[src/rtl/cs_pkg.sv]
// Shared types and widths for the CS frame sequencer.
// Contents: sequencer state enum, CS window length, sample (X) and result (Y) widths.
// No logic; imported by cs_sample_fifo and cs_seq_ctrl.
package cs_pkg;

  typedef enum logic [1:0] {
    IDLE  = 2'd0,
    CLEAR = 2'd1,
    RUN   = 2'd2
  } state_t;

  localparam int CS_WIN = 9;   // CS tap count
  localparam int CS_XW  = 8;   // sample width
  localparam int CS_YW  = 10;  // result width
  localparam int CS_EW  = CS_XW + 1;  // FIFO entry: {last, data}

endpackage

[src/rtl/cs_sample_fifo.sv]
// Sample FIFO: DEPTH x {last, data}, with a running count of entries whose last bit is set.
// Latency: a pushed entry is visible on pop_data the cycle after the push; pop_data is combinational.
// Backpressure: a push is dropped when full unless a pop happens in the same cycle.
// Ports: clk, reset (async, active-low), push/push_data, pop/pop_data, full, empty, last_cnt.
module cs_sample_fifo
  import cs_pkg::*;
#(
  parameter int DEPTH = 16,
  parameter int DW    = CS_EW
) (
  input  logic                     clk,
  input  logic                     reset,
  input  logic                     push,
  input  logic [DW-1:0]            push_data,
  input  logic                     pop,
  output logic [DW-1:0]            pop_data,
  output logic                     full,
  output logic                     empty,
  output logic [$clog2(DEPTH):0]   last_cnt
);

  localparam int AW = $clog2(DEPTH);

  logic [DW-1:0] mem [DEPTH];
  logic [AW:0]   wptr;
  logic [AW:0]   rptr;
  logic [AW:0]   level;
  logic          do_push;
  logic          do_pop;
  logic          push_last;
  logic          pop_last;

  // Pointers carry one extra bit so full and empty are distinguishable;
  // their difference is the fill level and wraps naturally.
  assign level    = wptr - rptr;
  assign full     = (level == (AW+1)'(DEPTH));
  assign empty    = (wptr == rptr);
  assign pop_data = mem[rptr[AW-1:0]];

  assign do_pop    = pop && !empty;
  assign do_push   = push && (!full || do_pop);
  assign push_last = do_push && push_data[DW-1];
  assign pop_last  = do_pop && pop_data[DW-1];

  always_ff @(posedge clk) begin
    if (do_push) begin
      mem[wptr[AW-1:0]] <= push_data;
    end
  end

  always_ff @(posedge clk or negedge reset) begin
    if (!reset) begin
      wptr     <= '0;
      rptr     <= '0;
      last_cnt <= '0;
    end else begin
      if (do_push) wptr <= wptr + 1'b1;
      if (do_pop)  rptr <= rptr + 1'b1;
      unique case ({push_last, pop_last})
        2'b10:   last_cnt <= last_cnt + 1'b1;
        2'b01:   last_cnt <= last_cnt - 1'b1;
        default: last_cnt <= last_cnt;
      endcase
    end
  end

endmodule

[src/rtl/cs_seq_ctrl.sv]
// Frame sequencer: buffers samples, streams whole frames gap-free into the CS datapath, registers Y.
// Latency: result for a sample popped in cycle t is on out_data/out_valid in cycle t+2.
// Backpressure: in_ready = FIFO not full; the result side has none (out_valid is a strobe).
// Ports: clk, reset (async, active-low); in_valid/in_ready/in_data/in_last from the source;
//   cs_x/cs_reset to the CS instance, cs_y from it; out_valid/out_data/out_last, busy, err_underrun.
// Build option: define CS_SEQ_WARMUP_EN to suppress the first WIN-1 results of each frame.
module cs_seq_ctrl
  import cs_pkg::*;
#(
  parameter int FIFO_DEPTH = 16,
  parameter int WIN        = CS_WIN
) (
  input  logic             clk,
  input  logic             reset,
  input  logic             in_valid,
  output logic             in_ready,
  input  logic [CS_XW-1:0] in_data,
  input  logic             in_last,
  output logic [CS_XW-1:0] cs_x,
  output logic             cs_reset,
  input  logic [CS_YW-1:0] cs_y,
  output logic             out_valid,
  output logic [CS_YW-1:0] out_data,
  output logic             out_last,
  output logic             busy,
  output logic             err_underrun
);

  localparam int CW = $clog2(WIN + 1);
  localparam int LW = $clog2(FIFO_DEPTH) + 1;

`ifdef CS_SEQ_WARMUP_EN
  localparam bit WARMUP = 1'b1;
`else
  localparam bit WARMUP = 1'b0;
`endif

  state_t           state;
  state_t           state_nxt;
  logic             full;
  logic             empty;
  logic [LW-1:0]    last_cnt;
  logic [CS_EW-1:0] pop_data;
  logic             pop;
  logic             underrun;
  logic             launch;
  logic [CW-1:0]    cnt;
  logic             tag_vld;
  logic             tag_last;
  logic             tag_done;
  logic             emit;

  // in_ready is held low while reset is asserted, independent of the FIFO.
  assign in_ready = reset && !full;

  cs_sample_fifo #(
    .DEPTH (FIFO_DEPTH),
    .DW    (CS_EW)
  ) u_fifo (
    .clk       (clk),
    .reset     (reset),
    .push      (in_valid && in_ready),
    .push_data ({in_last, in_data}),
    .pop       (pop),
    .pop_data  (pop_data),
    .full      (full),
    .empty     (empty),
    .last_cnt  (last_cnt)
  );

  // A frame is launched only when it can be streamed without a gap: its end
  // is already buffered, or the FIFO is full and the source must keep up.
  assign launch = (last_cnt != '0) || full;
  assign busy   = (state != IDLE);

  always_comb begin
    state_nxt = state;
    cs_reset  = 1'b1;
    cs_x      = '0;
    pop       = 1'b0;
    underrun  = 1'b0;
    unique case (state)
      IDLE: begin
        if (launch) state_nxt = CLEAR;
      end
      CLEAR: begin
        state_nxt = RUN;
      end
      RUN: begin
        cs_reset = 1'b0;
        if (!empty) begin
          pop  = 1'b1;
          cs_x = pop_data[CS_XW-1:0];
          if (pop_data[CS_XW]) state_nxt = IDLE;
        end else begin
          // Source fell behind mid-frame: abandon the frame; the next one
          // starts from a cleared window.
          underrun  = 1'b1;
          state_nxt = IDLE;
        end
      end
      default: state_nxt = IDLE;
    endcase
  end

  // Without warm-up suppression every tagged pop produces a result.
  assign emit = tag_vld && (tag_done || !WARMUP);

  always_ff @(posedge clk or negedge reset) begin
    if (!reset) begin
      state        <= IDLE;
      cnt          <= '0;
      tag_vld      <= 1'b0;
      tag_last     <= 1'b0;
      tag_done     <= 1'b0;
      out_valid    <= 1'b0;
      out_data     <= '0;
      out_last     <= 1'b0;
      err_underrun <= 1'b0;
    end else begin
      state <= state_nxt;

      if (state == CLEAR) begin
        cnt <= '0;
      end else if (pop && (cnt != CW'(WIN))) begin
        cnt <= cnt + 1'b1;
      end

      // Tag travels alongside the sample so it lines up with cs_y one cycle
      // later. cnt counts earlier pops, so cnt >= WIN-1 means this pop
      // completes a full window.
      tag_vld  <= pop;
      tag_last <= pop && pop_data[CS_XW];
      tag_done <= pop && (cnt >= CW'(WIN - 1));

      out_valid <= emit;
      out_last  <= emit && tag_last;
      if (emit) out_data <= cs_y;

      if (underrun) err_underrun <= 1'b1;
    end
  end

endmodule

[config.mk]
export PLATFORM = sky130hd
export DESIGN_NAME = cs_seq_ctrl
export DESIGN_NICKNAME = d
export VERILOG_FILES = /design/src/rtl/cs_pkg.sv /design/src/rtl/cs_sample_fifo.sv /design/src/rtl/cs_seq_ctrl.sv
export SDC_FILE = /design/constraint.sdc
export NUM_CORES = 1
export LEC_CHECK = 0
export ABC_AREA = 1
export ABC_CLOCK_PERIOD_IN_PS = 3400
export BUFFER_PORTS_ARGS = -buffer_cell sky130_fd_sc_hd__buf_2
export CORE_MARGIN = 4
export CORE_UTILIZATION = 45
export DETAILED_ROUTE_END_ITERATION = 7
export GPL_ROUTABILITY_DRIVEN = 0
export SYNTH_ARGS = -nofsm -noshare
export SYNTH_HDL_FRONTEND = slang
export SYNTH_HIERARCHICAL = 1
export SYNTH_SLANG_ARGS = --single-unit
[constraint.sdc]
create_clock -name clk -period 3.4 [get_ports clk]
set_clock_uncertainty 0.1 [all_clocks]
set_input_delay 0.17 -clock clk [delete_from_list [all_inputs] [get_ports clk]]
set_output_delay 0.17 -clock clk [all_outputs]
set_load 0.005 [all_outputs]
==> impl_metrics.toml, run 1 <==
[power_and_ir_drop]
p_clk_share_pct = 25.2
p_leak_nw = 3.39
swShare_pct = 37.4
pwr_density_cell_mw_per_mm2 = 868
ir_worst_vdd_uv = 417
power_mw = 7.67
p_int_mw = 4.81
pwr-share-seq_pct = 36.5
combPwrFrac_pct = 38.3
p_switching_mw = 2.87

[grt]
grt_pass1_vias = 4858
grt-ovfl-total = 0
grt_pass1_wl_mm = 26.5
grt.total_usage_pct = 19.0
antenna_found_initial = 0
grt_start_max_net_pins = 76

[synthesis]
yosys_warnings = 6
synth_seq_area_share_pct = 68.2
yosysTopAreaCell = "edfxtp_1"
syn_inst = 638
synth.area.top_cells = "edfxtp_1 (58%), dfrtp_1 (11%), nor2_1 (5.8%)"
synth_nets = 674
syn_avg_cell_area_sq_um = 11.8
synth_top_area_share_pct = 57.6
netlist-cell-type-count = 34
synth_area_sq_mm = 0.00751
synth_seq_cells = 176

[floorplanning]
row_count = 46
die_w_microns = 137
ios = 46
start_util_pct = 46.6
dieHeight_microns = 137
core_sq_mm = 0.0161
die_area_sq_mm = 0.0188

[critical_path]
worst_setup_path_end_kind = "flip-flop"
slowest_stage = "dfrtp_2"
cp-start-kind = "flip-flop"
critical_path.cell_chain = "ha_1 > or2_1 > nand3_1 > nand2_1 > nor3_1 > nor3b_2 > nand3_2 > ha_4 > inv_1 > fa_1 > inv_1 > nand2_1 > nand2_1 > a21oi_1 > xor2_1 > nand2_1 > nand2_1"
cp_num_buf_inv = 2
cp.arrival_ns = 3.38
critPathTopFamily = "simple AND/OR/NAND/NOR gates"
crit_fanout = 7
worstSetupPathType = "flip-flop to flip-flop"
crit_required_ns = 3.62
slowest_delay_ns = 0.46
path_common_cell = "nand2_1"

[cts]
tritoncts = "done"
cts-root-buf = "clkbuf_16"
clk_path_buf_depth = 2
cts_buffers = 17
cts.clk_slew.worst_paths_ns = 0.07
clock-sinks = 176
h-tree-depth = 4
clock_latency_ns = 0.43

[detailed_routing]
drc_errors = 0
final_antenna_net_count = 0
first_pass_iters = 5
wl_per_cell_microns = 18.0
via_count = 4979
via_per_inst = 5.26
wl_mm = 17.0
drt_iter0_markers = 371

[sta]
finalWorstSetupSlack_ns = 0.246
report.final.hold_viol_count = 0
setup-tns-final_ns = 0
fmax_mhz = 317
min_period_ns = 3.15
setup_viol = 0
hold_ws_ns = 0.0236
min_period_over_period_pct = 92.8
worst_pin_slew_ns = 0.614
drv_slew = 0
maxSlewHeadroom_pct = 59.0

[layout]
instances_no_fill = 946
drive_gt1_share_pct = 17.9
syn_to_final_growth_pct = 17.7
n_antenna_cell = 0
nFillCells = 1347
layout.nets = 753
final_cell_mix = "edfxtp_1 (144), nor2_1 (117), nand2_1 (82), o21ai_0 (75), buf_2 (45)"
layout_commonest_cell = "edfxtp_1"

[place]
place_ws_ns = 0.114
dp_hpwl_mm = 10.6
dp.cells = 900
io_buffers = 45

[job]
maxCapViolCount = 0

[outcome]
status = "finished clean"

[hold_path]
worst_hold_path_type = "primary input to flip-flop"
==> layout make-up <==
| type | count | area [sq um] | share of cell area [%] |
|---|---|---|---|
| Sequential cell | 176 | 5130 | 58.0 |
| Inverter | 40 | 150 | 1.70 |
| Multi-Input combinational cell | 394 | 2120 | 24.0 |
| Tap cell | 216 | 270 | 3.06 |
| Timing Repair Buffer | 88 | 588 | 6.65 |
| Clock buffer | 18 | 429 | 4.85 |
| Clock inverter | 14 | 158 | 1.78 |
==> layer usage <==
layer | up-vias | GRT usage [%] | share of wire [%]
met5 | - | 0 | 0
met4 | 0 | 8.48 | 2.8
met3 | 26 | 3.18 | 4.8
met2 | 144 | 31.2 | 48
met1 | 2411 | 24.9 | 44
li1 | 2398 | - | -
==> worst reg2reg max path, delay by kind of cell, from the launching register on <==
kind | cells | cell delay [ns]
fa+ha+maj | 3 | 0.89
simple gates | 10 | 1.26
xor+xnor | 1 | 0.14
buf+inv | 2 | 0.15
compound gates | 1 | 0.07
flops | 1 | 0.46
==> repair_timing <==
| action | in CTS | in global routing |
|---|---|---|
| hold endpoints to repair | 42 | 0 |
| hold buffers | 11 | 0 |
| setup buffers | 0 | 3 |
| setup endpoints to repair | 0 | 2 |
| resized for setup | 0 | 5 |
==> flip-flops by register name, indices dropped and copies added, names as in the netlist <==
name	flops
u_fifo/wptr	5
tag_last	1
emit	1
u_fifo/last_cnt	5
out_last	1
u_fifo/rptr	5
out_data	10
out_valid	1
u_fifo/mem	144
state	2
err_underrun	1
==> synthesized netlist by cell type <==
cell type / count
inv_1: 36
mux2_2: 1
nand3_2: 1
mux2_4: 9
nand3_4: 1
xor2_1: 6
ha_1: 13
o221ai_1: 12
nor2_1: 117
o21bai_1: 1
fa_1: 1
o21ai_1: 2
o22a_1: 1
buf_2: 11
edfxtp_1: 144
o21ai_0: 75
nor3_1: 2
dfrtp_1: 32
buf_4: 2
o211ai_1: 6
nand2_4: 2
clkinv_1: 3
nand2_2: 1
o22ai_1: 19
nand3_1: 29
or2_1: 1
inv_2: 1
clkbuf_1: 13
buf_6: 2
nor3b_1: 1
nor2_2: 2
xnor2_1: 4
nand2_1: 82
a21oi_1: 5
==> kinds of logic (layout without fill, tap and decap cells) <==
logic type      Yosys count  count (layout)  share of synthesized area (%)
flops                   176             176                           68.2
mux                      10              10                           1.95
fa+ha+maj                14              14                           2.43
buf+inv                  68             160                           3.88
simple gates            239             239                           13.1
compound gates          121             121                           9.26
xor+xnor                 10              10                           1.17
==> power groups by stage <==
stage               registers (mW)  logic, mW  clock network (mW)
floorplan                     2.79       2.02                   0
global placement              2.83       2.79                   0
detailed placement            2.85       2.86                   0
CTS                           2.80       2.88                1.98
global route                  2.83       3.29                2.07
finish                        2.80       2.94                1.94
==> path summary, 6_finish.rpt <==
check | to | slack, ns | depth (start not counted) | from
worst min register to register | out_last$_DFF_PN0_ | 0.35 | 2 | tag_last$_DFF_PN0_
max in group asynchronous | u_fifo/wptr[2]$_DFFE_PN0P_ | 2.67 | 3 | reset
min in group asynchronous | u_fifo/last_cnt[1]$_DFFE_PN0P_ | 0.22 | 3 | reset
worst max-delay path | u_fifo/last_cnt[4]$_DFFE_PN0P_ | 0.25 | 17 | u_fifo/wptr[2]$_DFFE_PN0P_
worst max register to register | u_fifo/last_cnt[4]$_DFFE_PN0P_ | 0.25 | 17 | u_fifo/wptr[2]$_DFFE_PN0P_
worst min-delay path | u_fifo/mem[15][0]$_DFFE_PP_ | 0.02 | 1 | in_data[0]
==> per-stage QoR <==
stage          area, sq um  utilization (%)
2_1_floorplan         7520                -
3_3_place_gp          8100             50.3
3_5_place_dp          8100             50.3
4_1_cts               8800             54.6
5_1_grt               8850             54.9
6_report              8850             54.9
Power figures use the tool's default switching activity.
==> run 2: changes to the inputs <==
- ABC_CLOCK_PERIOD_IN_PS: 3400 -> 4080
- clock period: 3.4 -> 4.08 ns (I/O delays scaled with it)
==> run 2 against run 1 <==
Compared with the run above: final area down 0.85%; via count rose by 0.88%; critical path depth increased by 3; non-clock buffer count fell by 7; worst setup slack improved by 0.16 ns; clock power shrank 15%; die area unchanged; register-to-register slack improved by 0.16 ns; largest cell class unchanged.
==> impl_metrics.toml, run 2 (same netlist as run 1, synthesis figures left out) <==
[critical_path]
crit_path_end = "u_fifo/last_cnt[4]$_DFFE_PN0P_"
crit_required_ns = 4.30
worst_setup_path_end_kind = "flip-flop"
crit_fanout = 8
cp.arrival_ns = 3.89
worstSetupPathType = "flip-flop to flip-flop"
cp-start-kind = "flip-flop"
worstSetupStartpoint = "u_fifo/rptr[2]$_DFFE_PN0N_"
r2r_slack_ns = 0.41
rr_endpoint = "u_fifo/last_cnt[4]$_DFFE_PN0P_"
timing.rr.start = "u_fifo/rptr[2]$_DFFE_PN0N_"
rr_worst_depth = 20

[sta]
drv_slew = 0
worst_pin_slew_ns = 0.750
fmax_mhz = 272
rsz0062_at_grt = "no"
min_period_over_period_pct = 90.0
report.final.hold_viol_count = 0
min_period_ns = 3.67
setup_viol = 0
maxSlewHeadroom_pct = 50.0
setup-tns-final_ns = 0
hold_ws_ns = 0.0647

[floorplanning]
die_w_microns = 137
row_count = 46
ios = 46
start_util_pct = 46.6
dieHeight_microns = 137
core_sq_mm = 0.0161
die_area_sq_mm = 0.0188

[grt]
grt-ovfl-total = 0
grt_pass1_vias = 4961
grt_pass1_wl_mm = 26.8
grt.total_usage_pct = 19.1
grt_start_max_net_pins = 75
antenna_found_initial = 0

[layout]
drive_gt1_share_pct = 16.6
layout.nets = 746
largest_reg_flops = 144
final_cell_mix = "edfxtp_1 (144), nor2_1 (117), nand2_1 (82), o21ai_0 (75), buf_2 (45)"
syn_to_final_growth_pct = 16.7
n_antenna_cell = 0
layout_commonest_cell = "edfxtp_1"

[detailed_routing]
drc_errors = 0
via_count = 5023
via_per_inst = 5.35
wl_per_cell_microns = 18.5
first_pass_iters = 6
final_antenna_net_count = 0
drt_iter0_markers = 404
wl_mm = 17.4

[power_and_ir_drop]
pwr_density_cell_mw_per_mm2 = 728
ir_worst_vdd_uv = 516
p_leak_nw = 3.36

[cts]
clock-sinks = 176
cts_buffers = 17
cts_resized = 0
tritoncts = "done"
clock_latency_ns = 0.43
cts-root-buf = "clkbuf_16"
clk_path_buf_depth = 2
cts.clk_slew.worst_paths_ns = 0.07
h-tree-depth = 4

[place]
io_buffers = 45
dp_hpwl_mm = 10.7

[job]
maxCapViolCount = 0

[hold_path]
worst_hold_path_type = "primary input to flip-flop"

[outcome]
status = "finished clean"
## run 2: worst min path at each step
| stage | start | endpoint | slack, ns | cells after the start |
|---|---|---|---|---|
| after floorplan | reset | emit$_DFF_PN0_ | -0.19 | 0 |
| after CTS | in_data[4] | u_fifo/mem[3][4]$_DFFE_PP_ | 0.05 | 1 |
| after global placement | reset | u_fifo/last_cnt[3]$_DFFE_PN0P_ | 0.15 | 2 |
| after detailed placement | reset | u_fifo/last_cnt[1]$_DFFE_PN0P_ | 0.15 | 2 |
| after global routing | in_data[4] | u_fifo/mem[3][4]$_DFFE_PP_ | 0.05 | 1 |
| final | in_data[5] | u_fifo/mem[15][5]$_DFFE_PP_ | 0.06 | 1 |
## run 2: layout make-up
cell class / count / area (sq um)
clock buffers: 18 / 429
inverters: 40 / 150
clock inverters: 14 / 175
multi-input cells: 394 / 2100
well taps: 216 / 270
repair buffers: 81 / 523
flip-flops and latches: 176 / 5130
fillers: 1356 / 7340
## run 2: routing by layer
metal	vias up	global-route usage (%)	share of wire (%)
met5	-	0	0
met4	0	6.60	1.7
met3	23	4.27	5.7
met2	160	33.1	51
met1	2455	23.7	42
li1	2385	-	-
## run 2: where the power goes
group / switching (mW) / total (mW) / internal (mW)
registers: 0.159 / 2.33 / 2.18
clock network: 0.717 / 1.64 / 0.926
logic: 1.55 / 2.41 / 0.859
## run 2: metrics by stage
step	worst slack, ns	std cells	area (sq um)	total power, mW	util (%)
after floorplan	0.549	638	7510	4.01	-
after global placement	0.769	896	8060	4.65	50.0
after detailed placement	0.572	896	8060	4.75	50.0
after CTS	0.518	939	8770	6.41	54.4
after global routing	0.253	939	8770	6.80	54.4
final	0.410	939	8770	6.39	54.4
## run 2: critical path, stage by stage (launching register included)
cell and delay [ns]:
dfrtp_1 0.35, clkinv_1 0.06, buf_4 0.18, ha_1 0.33, or2_1 0.25, nand3_1 0.10
nand2_1 0.09, nor3_1 0.36, nor3b_1 0.11, buf_4 0.18, nand3_1 0.09, ha_1 0.28
inv_1 0.09, fa_1 0.37, inv_1 0.10, nand2_1 0.09, nand2_1 0.08, a21oi_1 0.08
xor2_1 0.14, nand2_1 0.08, nand2_1 0.05
## run 2: timing repair
action,in CTS,in global routing
endpoints found under the hold margin,42,0
hold buffers,11,0
setup buffers,0,0
==> run 3: changes to the inputs <==
- CAP_MARGIN: unset -> 20
- PLACE_DENSITY: unset -> 0.64
==> run 3 against run 2 <==
Compared with the run above: via count shrank 1.3%; critical path depth grew 3; clock power shrank 4%; sequential cell count is the same; worst setup slack gained 0.026 ns; combinational power shrank 3%; power shrank 2.4%; sequential share of layout area grew 0.40 points; first-iteration DRC count shrank 22%; worst hold slack lost 0.010 ns; final area shrank 0.68%; non-clock buffer count shrank 3.
==> impl_metrics.toml, run 3 (same netlist as run 1, synthesis figures left out) <==
[outcome]
status = "finished clean"

[hold_path]
worst_hold_path_type = "primary input to flip-flop"
whs_path_depth = 1
hp-start = "in_data[0]"
min_to = "u_fifo/mem[11][0]$_DFFE_PP_"

[sta]
min_period_over_period_pct = 89.3
report.final.hold_viol_count = 0
setup_viol = 0
maxSlewHeadroom_pct = 34.3
rsz0062_at_grt = "no"
setup-tns-final_ns = 0
finalWorstSetupSlack_ns = 0.436
drv_slew = 0
min_period_ns = 3.64
worst_pin_slew_ns = 0.982
fmax_mhz = 274

[power_and_ir_drop]
ir_worst_vdd_uv = 374
power_mw = 6.24
p_leak_nw = 3.33
pwr_density_cell_mw_per_mm2 = 716

[place]
place_ws_ns = 0.441
io_buffers = 45
dp_hpwl_mm = 10.3
placed_area_sq_mm = 0.00803

[detailed_routing]
wl_mm = 16.5
via_count = 4960
final_antenna_net_count = 0
drt_iter0_markers = 314
drc_errors = 0
wl_per_cell_microns = 17.6
first_pass_iters = 5
via_per_inst = 5.30

[grt]
grt_pass1_wl_mm = 26.3
grt.total_usage_pct = 18.7
grt_pass1_vias = 4966
grt_start_max_net_pins = 75
grt-ovfl-total = 0
antenna_found_initial = 0

[layout]
n_antenna_cell = 0
drive_gt1_share_pct = 15.7
postLayoutCellArea_sq_mm = 0.00871
layout_commonest_cell = "edfxtp_1"
largest_reg_flops = 144
layout.nets = 743
final_cell_mix = "edfxtp_1 (144), nor2_1 (117), nand2_1 (82), o21ai_0 (75), buf_2 (45)"
nFillCells = 1393
syn_to_final_growth_pct = 15.9

[critical_path]
worst_setup_path_end_kind = "flip-flop"
worstSetupPathType = "flip-flop to flip-flop"
r2r_slack_ns = 0.44
cp-start-kind = "flip-flop"
rr_worst_depth = 23
crit_fanout = 10
crit_required_ns = 4.30
cp.arrival_ns = 3.86
rr_endpoint = "u_fifo/last_cnt[4]$_DFFE_PN0P_"
timing.rr.start = "u_fifo/rptr[2]$_DFFE_PN0N_"

[cts]
cts-root-buf = "clkbuf_16"
cts_buffers = 17
h-tree-depth = 4
clk_path_buf_depth = 2
cts_setup_buffers = 0
cts_hold_buf = 11
clock_latency_ns = 0.43
tritoncts = "done"
clock-sinks = 176
cts.clk_slew.worst_paths_ns = 0.06
cts_resized = 0

[floorplanning]
die_area_sq_mm = 0.0188
row_count = 46
start_util_pct = 46.6
ios = 46
core_sq_mm = 0.0161
dieHeight_microns = 137
die_w_microns = 137

[job]
maxCapViolCount = 0
==> run 3: worst max path at each step <==
stage,cells after the start,end,slack [ns],start
2_1_floorplan,19,u_fifo/last_cnt[3]$_DFFE_PN0P_,0.55,u_fifo/rptr[1]$_DFFE_PN0N_
3_3_place_gp,23,u_fifo/last_cnt[4]$_DFFE_PN0P_,0.54,u_fifo/rptr[2]$_DFFE_PN0N_
3_5_place_dp,23,u_fifo/last_cnt[4]$_DFFE_PN0P_,0.44,u_fifo/rptr[2]$_DFFE_PN0N_
4_1_cts,23,u_fifo/last_cnt[4]$_DFFE_PN0P_,0.42,u_fifo/rptr[2]$_DFFE_PN0N_
5_1_grt,23,u_fifo/last_cnt[4]$_DFFE_PN0P_,0.09,u_fifo/rptr[2]$_DFFE_PN0N_
6_report,23,u_fifo/last_cnt[4]$_DFFE_PN0P_,0.44,u_fifo/rptr[2]$_DFFE_PN0N_
==> run 3: routing by layer <==
layer	up-vias	GRT usage [%]	wire, microns
met1	2416	23.8	7020
met5	-	0	0
li1	2375	-	-
met2	142	31.5	8150
met4	0	6.49	355
met3	27	4.38	979
==> run 3: stage by stage <==
| step | utilization [%] | hold slack (ns) | instances |
|---|---|---|---|
| after floorplan | - | -0.192 | 638 |
| after global placement | 49.9 | 0.147 | 893 |
| after detailed placement | 49.9 | 0.157 | 893 |
| after CTS | 54.1 | 0.0417 | 935 |
| after global routing | 54.1 | 0.0535 | 935 |
| final | 54.1 | 0.0548 | 935 |
==> run 3: where the power goes <==
| part | leakage, nW | internal (mW) | switching, mW |
|---|---|---|---|
| Sequential | 1.69 | 2.18 | 0.160 |
| Clock | 0.271 | 0.903 | 0.667 |
| Combinational | 1.37 | 0.849 | 1.48 |
==> run 3: critical path: stages (launching register included) <==
cell and delay, ns:
dfrtp_1 0.34, clkinv_1 0.26, ha_1 0.44, nand2_1 0.06, inv_1 0.09, nand3_2 0.11, inv_1 0.08, clkinv_1 0.05
buf_4 0.17, nand3_1 0.14, inv_1 0.10, nand2_4 0.12, nand3_4 0.14, nand3_1 0.10, ha_1 0.26, inv_1 0.08
fa_1 0.36, inv_1 0.08, nand2_1 0.08, nand2_1 0.06, a21oi_1 0.07, xor2_1 0.14, nand2_1 0.06, nand2_1 0.05
==> run 3: final cells by class <==
type                    count  area [sq um]  area share, %
well taps                 216           270           3.10
clock buffers              19           433           4.97
multi-input cells         394          2100           24.1
inverters                  40           150           1.72
clock inverters            12           134           1.54
flip-flops and latches    176          5130           58.8
repair buffers             78           500           5.75
